`src/rtl/rng_commit_gen.sv`:
```
`default_nettype none
// ============================================================================
// Module   : rng_commit_gen
// Brief    : Seeded xorshift32 pseudo-random generator that emits up to two
//            register-write commits (address, data, enable) every clock.
//            A second commit that hits the same masked address as the first
//            is suppressed, so each address appears at most once per cycle.
// Revision : 1.0 - initial release
// ============================================================================
module rng_commit_gen #(
    parameter int          DPI_WIDTH   = 32,
    parameter int          KEY_WIDTH   = 64,
    parameter int          VALUE_WIDTH = 128,
    parameter int          ADDR_BITS   = 5,
    parameter logic [31:0] SEED        = 32'h0000_0001
) (
    input  logic                   clk_i,
    input  logic                   rst_i,
    output logic [KEY_WIDTH-1:0]   last_wa1_o,
    output logic [VALUE_WIDTH-1:0] last_wd1_o,
    output logic                   last_we1_o,
    output logic [KEY_WIDTH-1:0]   last_wa2_o,
    output logic [VALUE_WIDTH-1:0] last_wd2_o,
    output logic                   last_we2_o
);

    localparam int C_KC = KEY_WIDTH / DPI_WIDTH;
    localparam int C_VC = VALUE_WIDTH / DPI_WIDTH;
    localparam int C_M  = 1 + 2 * C_KC + 2 * C_VC;

    // A zero seed would lock xorshift at zero forever, so it is replaced by 1.
    localparam logic [DPI_WIDTH-1:0] C_SEED_EFF =
        (SEED == 32'h0) ? DPI_WIDTH'(1) : DPI_WIDTH'(SEED);

    localparam logic [KEY_WIDTH-1:0] C_ADDR_MASK =
        {KEY_WIDTH{1'b1}} >> (KEY_WIDTH - ADDR_BITS);

    // Word offsets inside the per-cycle word chain.
    localparam int C_OFS_WA1 = 1;
    localparam int C_OFS_WD1 = C_OFS_WA1 + C_KC;
    localparam int C_OFS_WA2 = C_OFS_WD1 + C_VC;
    localparam int C_OFS_WD2 = C_OFS_WA2 + C_KC;

    function automatic logic [DPI_WIDTH-1:0] xs(input logic [DPI_WIDTH-1:0] x);
        logic [DPI_WIDTH-1:0] t;
        t = x ^ (x << 13);
        t = t ^ (t >> 17);
        t = t ^ (t << 5);
        return t;
    endfunction

    logic [DPI_WIDTH-1:0]   s_q, s_d;
    logic [DPI_WIDTH-1:0]   w_words [C_M];
    logic [KEY_WIDTH-1:0]   w_raw_wa1, w_raw_wa2;
    logic [VALUE_WIDTH-1:0] w_raw_wd1, w_raw_wd2;
    logic [DPI_WIDTH-3:0]   enable_bits_unused;

    logic [KEY_WIDTH-1:0]   wa1_q, wa1_d, wa2_q, wa2_d;
    logic [VALUE_WIDTH-1:0] wd1_q, wd1_d, wd2_q, wd2_d;
    logic                   we1_q, we1_d, we2_q, we2_d;

    // Chain of M successive xorshift steps starting from the current state.
    assign w_words[0] = xs(s_q);
    generate
        for (genvar k = 1; k < C_M; k++) begin : g_chain
            assign w_words[k] = xs(w_words[k-1]);
        end
        // Scatter chunks into the wide fields, first chunk least significant.
        for (genvar j = 0; j < C_KC; j++) begin : g_key
            assign w_raw_wa1[j*DPI_WIDTH +: DPI_WIDTH] = w_words[C_OFS_WA1 + j];
            assign w_raw_wa2[j*DPI_WIDTH +: DPI_WIDTH] = w_words[C_OFS_WA2 + j];
        end
        for (genvar j = 0; j < C_VC; j++) begin : g_val
            assign w_raw_wd1[j*DPI_WIDTH +: DPI_WIDTH] = w_words[C_OFS_WD1 + j];
            assign w_raw_wd2[j*DPI_WIDTH +: DPI_WIDTH] = w_words[C_OFS_WD2 + j];
        end
    endgenerate

    // Only the two low bits of the enable word carry meaning.
    assign enable_bits_unused = w_words[0][DPI_WIDTH-1:2];

    // Next-state: mask addresses, zero disabled ports, drop a colliding port 2.
    always_comb begin
        logic [KEY_WIDTH-1:0] m_wa1;
        logic [KEY_WIDTH-1:0] m_wa2;
        logic                 raw_we1;
        logic                 raw_we2;
        m_wa1   = w_raw_wa1 & C_ADDR_MASK;
        m_wa2   = w_raw_wa2 & C_ADDR_MASK;
        raw_we1 = w_words[0][0];
        raw_we2 = w_words[0][1];

        s_d   = w_words[C_M-1];
        we1_d = raw_we1;
        we2_d = raw_we2 & ~(raw_we1 & (m_wa1 == m_wa2));
        wa1_d = we1_d ? m_wa1     : '0;
        wd1_d = we1_d ? w_raw_wd1 : '0;
        wa2_d = we2_d ? m_wa2     : '0;
        wd2_d = we2_d ? w_raw_wd2 : '0;
    end

    // State and registered commit outputs; reset restarts the sequence.
    always_ff @(posedge clk_i) begin
        if (rst_i) begin
            s_q   <= C_SEED_EFF;
            we1_q <= 1'b0;
            wa1_q <= '0;
            wd1_q <= '0;
            we2_q <= 1'b0;
            wa2_q <= '0;
            wd2_q <= '0;
        end else begin
            s_q   <= s_d;
            we1_q <= we1_d;
            wa1_q <= wa1_d;
            wd1_q <= wd1_d;
            we2_q <= we2_d;
            wa2_q <= wa2_d;
            wd2_q <= wd2_d;
        end
    end

    assign last_we1_o = we1_q;
    assign last_wa1_o = wa1_q;
    assign last_wd1_o = wd1_q;
    assign last_we2_o = we2_q;
    assign last_wa2_o = wa2_q;
    assign last_wd2_o = wd2_q;

endmodule
`default_nettype wire

```
`config.mk`:
```
export PLATFORM = sky130hd
export DESIGN_NAME = rng_commit_gen
export DESIGN_NICKNAME = d
export VERILOG_FILES = /design/src/rtl/rng_commit_gen.sv
export SDC_FILE = /design/constraint.sdc
export NUM_CORES = 1
export LEC_CHECK = 0
export BUFFER_PORTS_ARGS = -buffer_cell sky130_fd_sc_hd__buf_2
export CELL_PAD_IN_SITES_DETAIL_PLACEMENT = 1
export CELL_PAD_IN_SITES_GLOBAL_PLACEMENT = 1
export CORE_MARGIN = 2
export CORE_UTILIZATION = 46
export CTS_CLUSTER_SIZE = 16
export DETAILED_ROUTE_END_ITERATION = 7
export HOLD_SLACK_MARGIN = 0.02
export PLACE_DENSITY_LB_ADDON = 0.1
export SLEW_MARGIN = 15
export SYNTH_ARGS = -nofsm -noshare
export SYNTH_HDL_FRONTEND = slang
export SYNTH_SLANG_ARGS = --single-unit
```
`constraint.sdc`:
```
create_clock -name clk_i -period 9 [get_ports clk_i]
set_clock_uncertainty 0.15 [all_clocks]
set_input_delay 2.25 -clock clk_i [delete_from_list [all_inputs] [get_ports clk_i]]
set_output_delay 2.25 -clock clk_i [all_outputs]
set_load 0.005 [all_outputs]
```
# Word-level counts from Yosys, hierarchy flattened
# Index checks and enable logic that the tools add are counted.
[word_totals] reg_bits=418 latchBits=0 ram_bits=0 rom_bits=0 input_bits=2 output_inout_bits=386 word_cells=56 memories=0
[classes] add_sub_neg=0 mul=0 n_div=0 order_cmp=0 eq_ne=1 shift=0 muxes=0 n_bitwise=44 reduce_logical=2
[op_table] op="bitwise XOR 32 bit" n=26
[op_table] op="bitwise XOR 32 x 15 -> 32 bit" n=13
[op_table] op="equality test 5 bit" n=1
[op_table] op="OR reduction 2 bit" n=2
[op_table] op="inverter 1 bit" n=3
[op_table] op="bitwise AND 1 bit" n=2

# Depth between registers and ports, before layout
# Gate-level depths: netlist (run 1).
[logic_depth] depth_word=39 depth_mapped=22 mapped_depth_nobuf=18

# Least setup slack after synthesis (run 1)
# No wires, ideal clock.
[synth_path] path_kind="flip-flop to flip-flop" startpoint="register s_q[13]" endpoint="register s_q[9]" setup_ps=128 arrival_time_ps=7567 required_time_ps=8722 slack_ps=1156 stages_incl_launch_ff=21 period_less_slack_ps=7844 path_cell_list="dfxtp_1 buf_2 xor3_2 xnor3_1 xor3_2 xnor3_1 buf_4 xor3_1 xnor3_2 xnor3_1 xnor3_2 xnor2_4 xnor3_1 xnor3_2 xor3_2 xnor3_2 xnor3_2 xnor2_4 xnor3_1 xnor3_1 nor2_1"
[synth_between] elab_chain_cells=39
[synth_lines] element="start: declaration" line_no="52" rtl="logic [DPI_WIDTH-1:0] s_q, s_d;"
[synth_lines] element="start signal: assignment" line_no="105" rtl="s_q <= C_SEED_EFF;"
[synth_lines] element="start signal: assignment" line_no="113" rtl="s_q <= s_d;"
[synth_lines] element="bitwise XOR 32 bit" line_no="46" rtl="t = x ^ (x << 13);"
[synth_lines] element="bitwise XOR 32 x 15 -> 32 bit" line_no="47" rtl="t = t ^ (t >> 17);"
[synth_lines] element="bitwise XOR 32 bit" line_no="48" rtl="t = t ^ (t << 5);"
[synth_lines] element="bitwise XOR 32 bit" line_no="46"
[synth_lines] element="bitwise XOR 32 x 15 -> 32 bit" line_no="47"
[synth_lines] element="bitwise XOR 32 bit" line_no="48"
[synth_lines] element="bitwise XOR 32 bit" line_no="46"
[synth_lines] element="bitwise XOR 32 x 15 -> 32 bit" line_no="47"
[synth_lines] element="[23 not listed]"
[synth_lines] element="bitwise XOR 32 x 15 -> 32 bit" line_no="47"
[synth_lines] element="bitwise XOR 32 bit" line_no="48"
[synth_lines] element="bitwise XOR 32 bit" line_no="46"
[synth_lines] element="bitwise XOR 32 x 15 -> 32 bit" line_no="47"
[synth_lines] element="bitwise XOR 32 bit" line_no="48"
[synth_lines] element="bitwise XOR 32 bit" line_no="46"
[synth_lines] element="bitwise XOR 32 x 15 -> 32 bit" line_no="47"
[synth_lines] element="bitwise XOR 32 bit" line_no="48"
# Every way passes these cells.
# A chain may end at the register's enable or synchronous reset.

# Worst setup path after layout (run 1)
[layout_path] startpoint="register s_q[4]" endpoint="register s_q[15]"
# The elaborated chain is that of the path after synthesis.

==> results of run 1 <==
layer usage:
layer  track usage, %  up-vias
met5                0        -
met4            8.389        2
met3            3.437      106
met2            48.48      431
met1            36.50     6642
li1                 -     6167
cell type report:
class	count	area [µm²]	share of cell area, %
Clock inverter	12	133.9	0.5286
Inverter	4	15.01	0.05928
Multi-Input combinational cell	1382	14750	58.25
Sequential cell	300	6008	23.72
Tap cell	600	750.7	2.964
Timing Repair Buffer	466	2838	11.20
Clock buffer	43	829.5	3.275
layout by cell type, fill, tap and decap left out, types with 9 or more instances in the layout:
| cell | instances |
|---|---|
| xor3_1 | 49 |
| nor2_1 | 257 |
| xnor2_2 | 30 |
| conb_1 | 118 |
| xor2_1 | 173 |
| and2_1 | 29 |
| xnor3_2 | 24 |
| buf_4 | 196 |
| xnor2_1 | 442 |
| nor2b_1 | 9 |
| clkbuf_1 | 10 |
| xnor3_1 | 213 |
| dfxtp_1 | 298 |
| buf_2 | 269 |
| xor2_2 | 12 |
| clkbuf_16 | 30 |
worst min-delay path, cell delays in order (launching register included):
cell and delay (ns):
dfxtp_1 0.39, xnor3_1 0.24, xor2_1 0.10, buf_4 0.18, nor2_1 0.11
flip-flops by register name, indices dropped and copies added (netlist names):
name / count
last_wd1_o: 128
last_wa2_o: 5
last_we2_o: 1
last_wa1_o: 5
last_we1_o: 1
s_q: 32
last_wd2_o: 128
how the worst max path moves through the flow:
stage	from	end	slack (ns)	cells after the start
6_report	s_q[4]	s_q[15]	0.25	18
5_1_grt	s_q[4]	s_q[15]	0.02	18
4_1_cts	s_q[13]	s_q[16]	0.09	19
3_5_place_dp	s_q[13]	s_q[16]	-0.15	19
3_3_place_gp	s_q[13]	s_q[16]	-0.08	19
2_1_floorplan	s_q[13]	s_q[9]	1.16	20
through the flow:
step,utilization [%],cells,hold WS [ns],instance area [µm²]
floorplan,-,1858,0.6751,21820
global route,55.45,2807,0.9700,25330
finish,55.45,2807,0.9097,25330
global placement,53.23,2752,0.8723,24310
detailed placement,53.23,2752,0.9057,24310
CTS,55.36,2807,0.9096,25290
kinds of logic after synthesis:
group                     synth area share (%)
AOI/OAI and AO/OA                      0.08779
xor gates and xnor gates                 60.69
buffers and inverters                    5.313
DFF                                      28.09
other                                  0.01754
and+or+nand+nor                          5.799
repair_timing:
item | 4_1_cts | 5_1_grt
gates resized for setup | 3 | 9
pin swaps | 0 | 0
hold endpoints to repair | 0 | 0
setup endpoints to repair | 9 | 13
==> flow_summary.toml, run 1 <==
[status]
status = "complete, no violations"

[yosys]
ys_top_cells_by_count = "xnor2_1, dfxtp_1, nor2_1"
async_flop_share_pct = 0
netlist.area_leader.share_pct = 28.09
yosys_register_bits = 300
synth_edf_count = 0
ys_seq_area_share_pct = 28.09
synth_cells = 1741
ys_types = 26
syn_avg_cell_area_um2 = 12.28
synth_area_um2 = 21380
yosysWarnings = 0
ys.flop_type = "dfxtp_1"
synth.area.top_cells = "dfxtp_1, xnor3_1, xnor2_1"
yosysTopAreaCell = "dfxtp_1"
yosysMostFrequentCell = "xnor2_1"

[worst_setup_path]
reg2reg_depth = 18
timing.rr.start = "s_q[4]"
cp-end-kind = "flop"
r2r_end = "s_q[15]"
critical-path-top-delay-family = "XOR/XNOR gates"
required_ns = 9.36
max_stage_delay_ns = 0.62
r2r_setup_slack_ns = 0.25
start_kind = "flop"
cp_cell_sequence = "xor3_1, xnor2_1, xnor3_2, xnor3_1, xnor3_1, xnor3_1, xnor2_2, xnor3_1, xnor3_2, xor3_1, xnor3_1, xnor2_1, xnor3_1, xnor2_1, buf_4, xnor2_1, xnor3_1, nor2_1"
crit_path_top_delay_cell = "xnor3_1"
cp.arrival_ns = 9.10
cpMostUsedCell = "xnor3_1"
cp.buffers_inverters = 1
crit_path_max_fanout = 10
crit_type = "reg2reg"

[clocking]
cts.sinks = 300
cts_setup_buffers = 0
cts-buffers-inserted = 30
clock_latency_ns = 0.61
cts.path.max_buffers = 3
cts_tree = "done"
cts_root_buf = "clkbuf_16"
htreeDepth = 1
clkTransAtPathRegs_ns = 0.07
cts_hold_buf = 0

[die]
core_area_um2 = 45670
num_io_pins = 388
dieWidth_um = 219.6
dieArea_um2 = 48220
fp.dieH_um = 219.6
start_util_pct = 46.81
rows = 78

[worst_hold_path]
hold_class = "reg2reg"
min_from = "s_q[29]"
holdPathStages = 4
min_to = "last_wa1_o[0]"

[drt]
dr.pass1.iters = 5
top_layer = "met5"
wl_per_cell_um = 24.33
drcViolationCount = 0
route.met2.wl_um = 33650
wl_met3_um = 3410
via_count = 13350
wl_met1_um = 29080
antenna_left = 0
via_per_inst = 4.755
dr.first_iter.drc_count = 846
wl_um = 68300

[timing]
tns_ns = 0
hold_viol = 0
max_slew_margin_pct = 25.45
finalCritPeriodShare_pct = 97.18
drv_slew = 0
worstMarginPinSlew_ns = 1.110
layout_setup_ws_ns = 0.2540
finalSetupViolations = 0
rsz0062_at_grt = "false"
timing.fmax_ghz = 0.1143
period_needed_ns = 8.746

[cells_and_area]
drive_gt1_share_pct = 27.14
insertedDiodeCount = 0
nets = 2186
fill_cells = 4922
area_growth_pct = 18.45

[global_routing]
grt_pass1_wl_um = 97040
grt_overflow = 0
grt_max_degree = 82
antenna_found_initial = 1
grt_pass1_vias = 14100
grtUsageTotal_pct = 27.93

[placement]
dp_hpwl_um = 55540
port_buffers = 269
place.gp.congestion = 0.9587
dpl_worst_slack_ns = -0.1493

[flow_run]
drv_cap = 0
Power of run 1 is left out: the tool's default activity adds up to more than one toggle a clock period on the data nets, which glitch-free logic cannot reach.
==> run 2: changes to the inputs <==
Settings changed: MAX_ROUTING_LAYER from default to met4, PLACE_DENSITY_LB_ADDON 0.1 to 0.3, SKIP_CTS_REPAIR_TIMING from default to 1.
==> run 2 against run 1 <==
Against the previous run:
- non-clock buffer count decreased by 57
- sequential cell count stayed put
- routed wire length decreased by 1.5%
- die area did not move
- global-route usage increased by 0.54 points
- maximum frequency fell by 0.91%
- setup slack got worse by 0.080 ns
- sequential share of layout area increased by 0.36 points
- critical endpoint is now last_wd2_o[101]
- clock-buffer cell count shrank 3
- first-iteration DRC count down 3.8%
- via count rose by 0.68%
- critical path depth rose by 2
==> flow_summary.toml, run 2 (synthesis gave the netlist of run 1 again) <==
[timing]
layout_setup_ws_ns = 0.1741
rsz0062_at_grt = "false"
finalCritPeriodShare_pct = 98.07
drv_slew = 0
hold_viol = 0
timing.fmax_ghz = 0.1133
period_needed_ns = 8.826
max_slew_margin_pct = 30.38
tns_ns = 0
finalSetupViolations = 0
worstMarginPinSlew_ns = 1.037

[global_routing]
grt_overflow = 0
antenna_found_initial = 0
grt_pass1_wl_um = 96400
grt_pass1_vias = 14160
grt_max_degree = 77
grtUsageTotal_pct = 28.47

[cells_and_area]
layout_commonest_cell = "xnor2_1"
fill_cells = 4853
area_growth_pct = 16.64
fin_util_pct = 54.60
insertedDiodeCount = 0
nets = 2130
drive_gt1_share_pct = 25.36
mostFrequentLayoutCells = "xnor2_1, dfxtp_1, buf_2"
fin_area_um2 = 24940

[worst_setup_path]
cp.arrival_ns = 9.12
r2r_setup_slack_ns = 0.17
crit_type = "reg2reg"
cpMostUsedCell = "xnor3_1"
max_stage_delay_ns = 0.60
timing.rr.start = "s_q[15]"
start_kind = "flop"
crit_path_max_fanout = 8
crit_path_top_delay_cell = "dfxtp_1"
reg2reg_depth = 20
r2r_end = "last_wd2_o[101]"
crit_path_end = "last_wd2_o[101]"
crit_start = "s_q[15]"
cp-end-kind = "flop"
cp_cell_sequence = "xnor3_2, buf_4, xnor3_1, xnor3_1, xnor3_2, xor3_1, xnor3_2, xnor3_1, xnor3_2, xnor3_1, xnor3_1, xnor3_2, xnor3_1, xor3_1, buf_4, xnor3_1, xor2_1, xnor3_1, xnor2_1, nor2_1"
required_ns = 9.29

[clocking]
cts.sinks = 300
cts.path.max_buffers = 3
htreeDepth = 1
cts_tree = "done"
clock_latency_ns = 0.59
clkTransAtPathRegs_ns = 0.06
cts-buffers-inserted = 31
cts_root_buf = "clkbuf_16"

[drt]
via_per_inst = 4.889
dr.first_iter.drc_count = 814
dr.pass1.iters = 5
via_count = 13440
drcViolationCount = 0
wl_um = 67240
wl_per_cell_um = 24.46
antenna_left = 0

[die]
core_area_um2 = 45670
num_io_pins = 388
rows = 78
fp.dieH_um = 219.6
start_util_pct = 46.81
dieArea_um2 = 48220
dieWidth_um = 219.6

[placement]
port_buffers = 269
place.gp.congestion = 0.9662
dpl_worst_slack_ns = 0.02347
postPlaceCellArea_um2 = 23890
dp_hpwl_um = 53920

[flow_run]
drv_cap = 0

[status]
status = "complete, no violations"

[worst_hold_path]
hold_class = "reg2reg"
-- run 2: cell types whose count changed in the layout (fill, tap and decap cells not counted) --
cell       change
clkinv_8       -1
dfxtp_1        +2
xor2_2         -1
xnor2_4        -1
inv_6          +2
clkbuf_1       -7
xnor2_2        +1
dfxtp_2        -2
xor2_1         +1
inv_16         +1
buf_4         -57
clkbuf_16      +1
clkbuf_8       +3
-- run 2: worst min-delay path by stage --
| stage | from | endpoint | cells past startpoint |
|---|---|---|---|
| floorplan | s_q[29] | last_wa1_o[0] | 3 |
| global placement | s_q[29] | last_wa1_o[0] | 4 |
| detailed placement | s_q[29] | last_wa1_o[0] | 4 |
| CTS | s_q[29] | last_wa1_o[0] | 4 |
| global route | s_q[29] | last_wa1_o[0] | 4 |
| finish | s_q[29] | last_wa1_o[0] | 4 |
-- run 2: stage by stage --
stage,hold slack (ns),cells
final,0.8609,2749
after global routing,0.8929,2749
after CTS,0.8632,2749
after detailed placement,0.8440,2695
after global placement,0.8125,2695
after floorplan,0.6751,1858
-- run 2: area by class of cell --
| class | instances | area, µm² | area share (%) |
|---|---|---|---|
| multi-input combinational | 1382 | 14730 | 59.08 |
| sequential | 300 | 6006 | 24.08 |
| timing repair buffer | 409 | 2410 | 9.663 |
| clock buffer | 40 | 869.6 | 3.487 |
| tap | 600 | 750.7 | 3.010 |
| clock inverter | 14 | 155.1 | 0.6221 |
| inverter | 4 | 15.01 | 0.06020 |
-- run 2: critical path: cells and delay by family (launching register included) --
family        cells  cell delay, ns
xor+xnor         17            7.45
buf+inv           2            0.42
flops             1            0.60
simple gates      1            0.06
-- run 2: routing by layer --
metal	GRT usage, %	share of wire [%]	vias to the layer above
met4	10.29	3.8	0
met5	-	0	-
li1	-	-	6046
met2	46.92	49	505
met1	36.23	42	6762
met3	3.478	5.7	126
Power of run 2 is left out for the same reason.
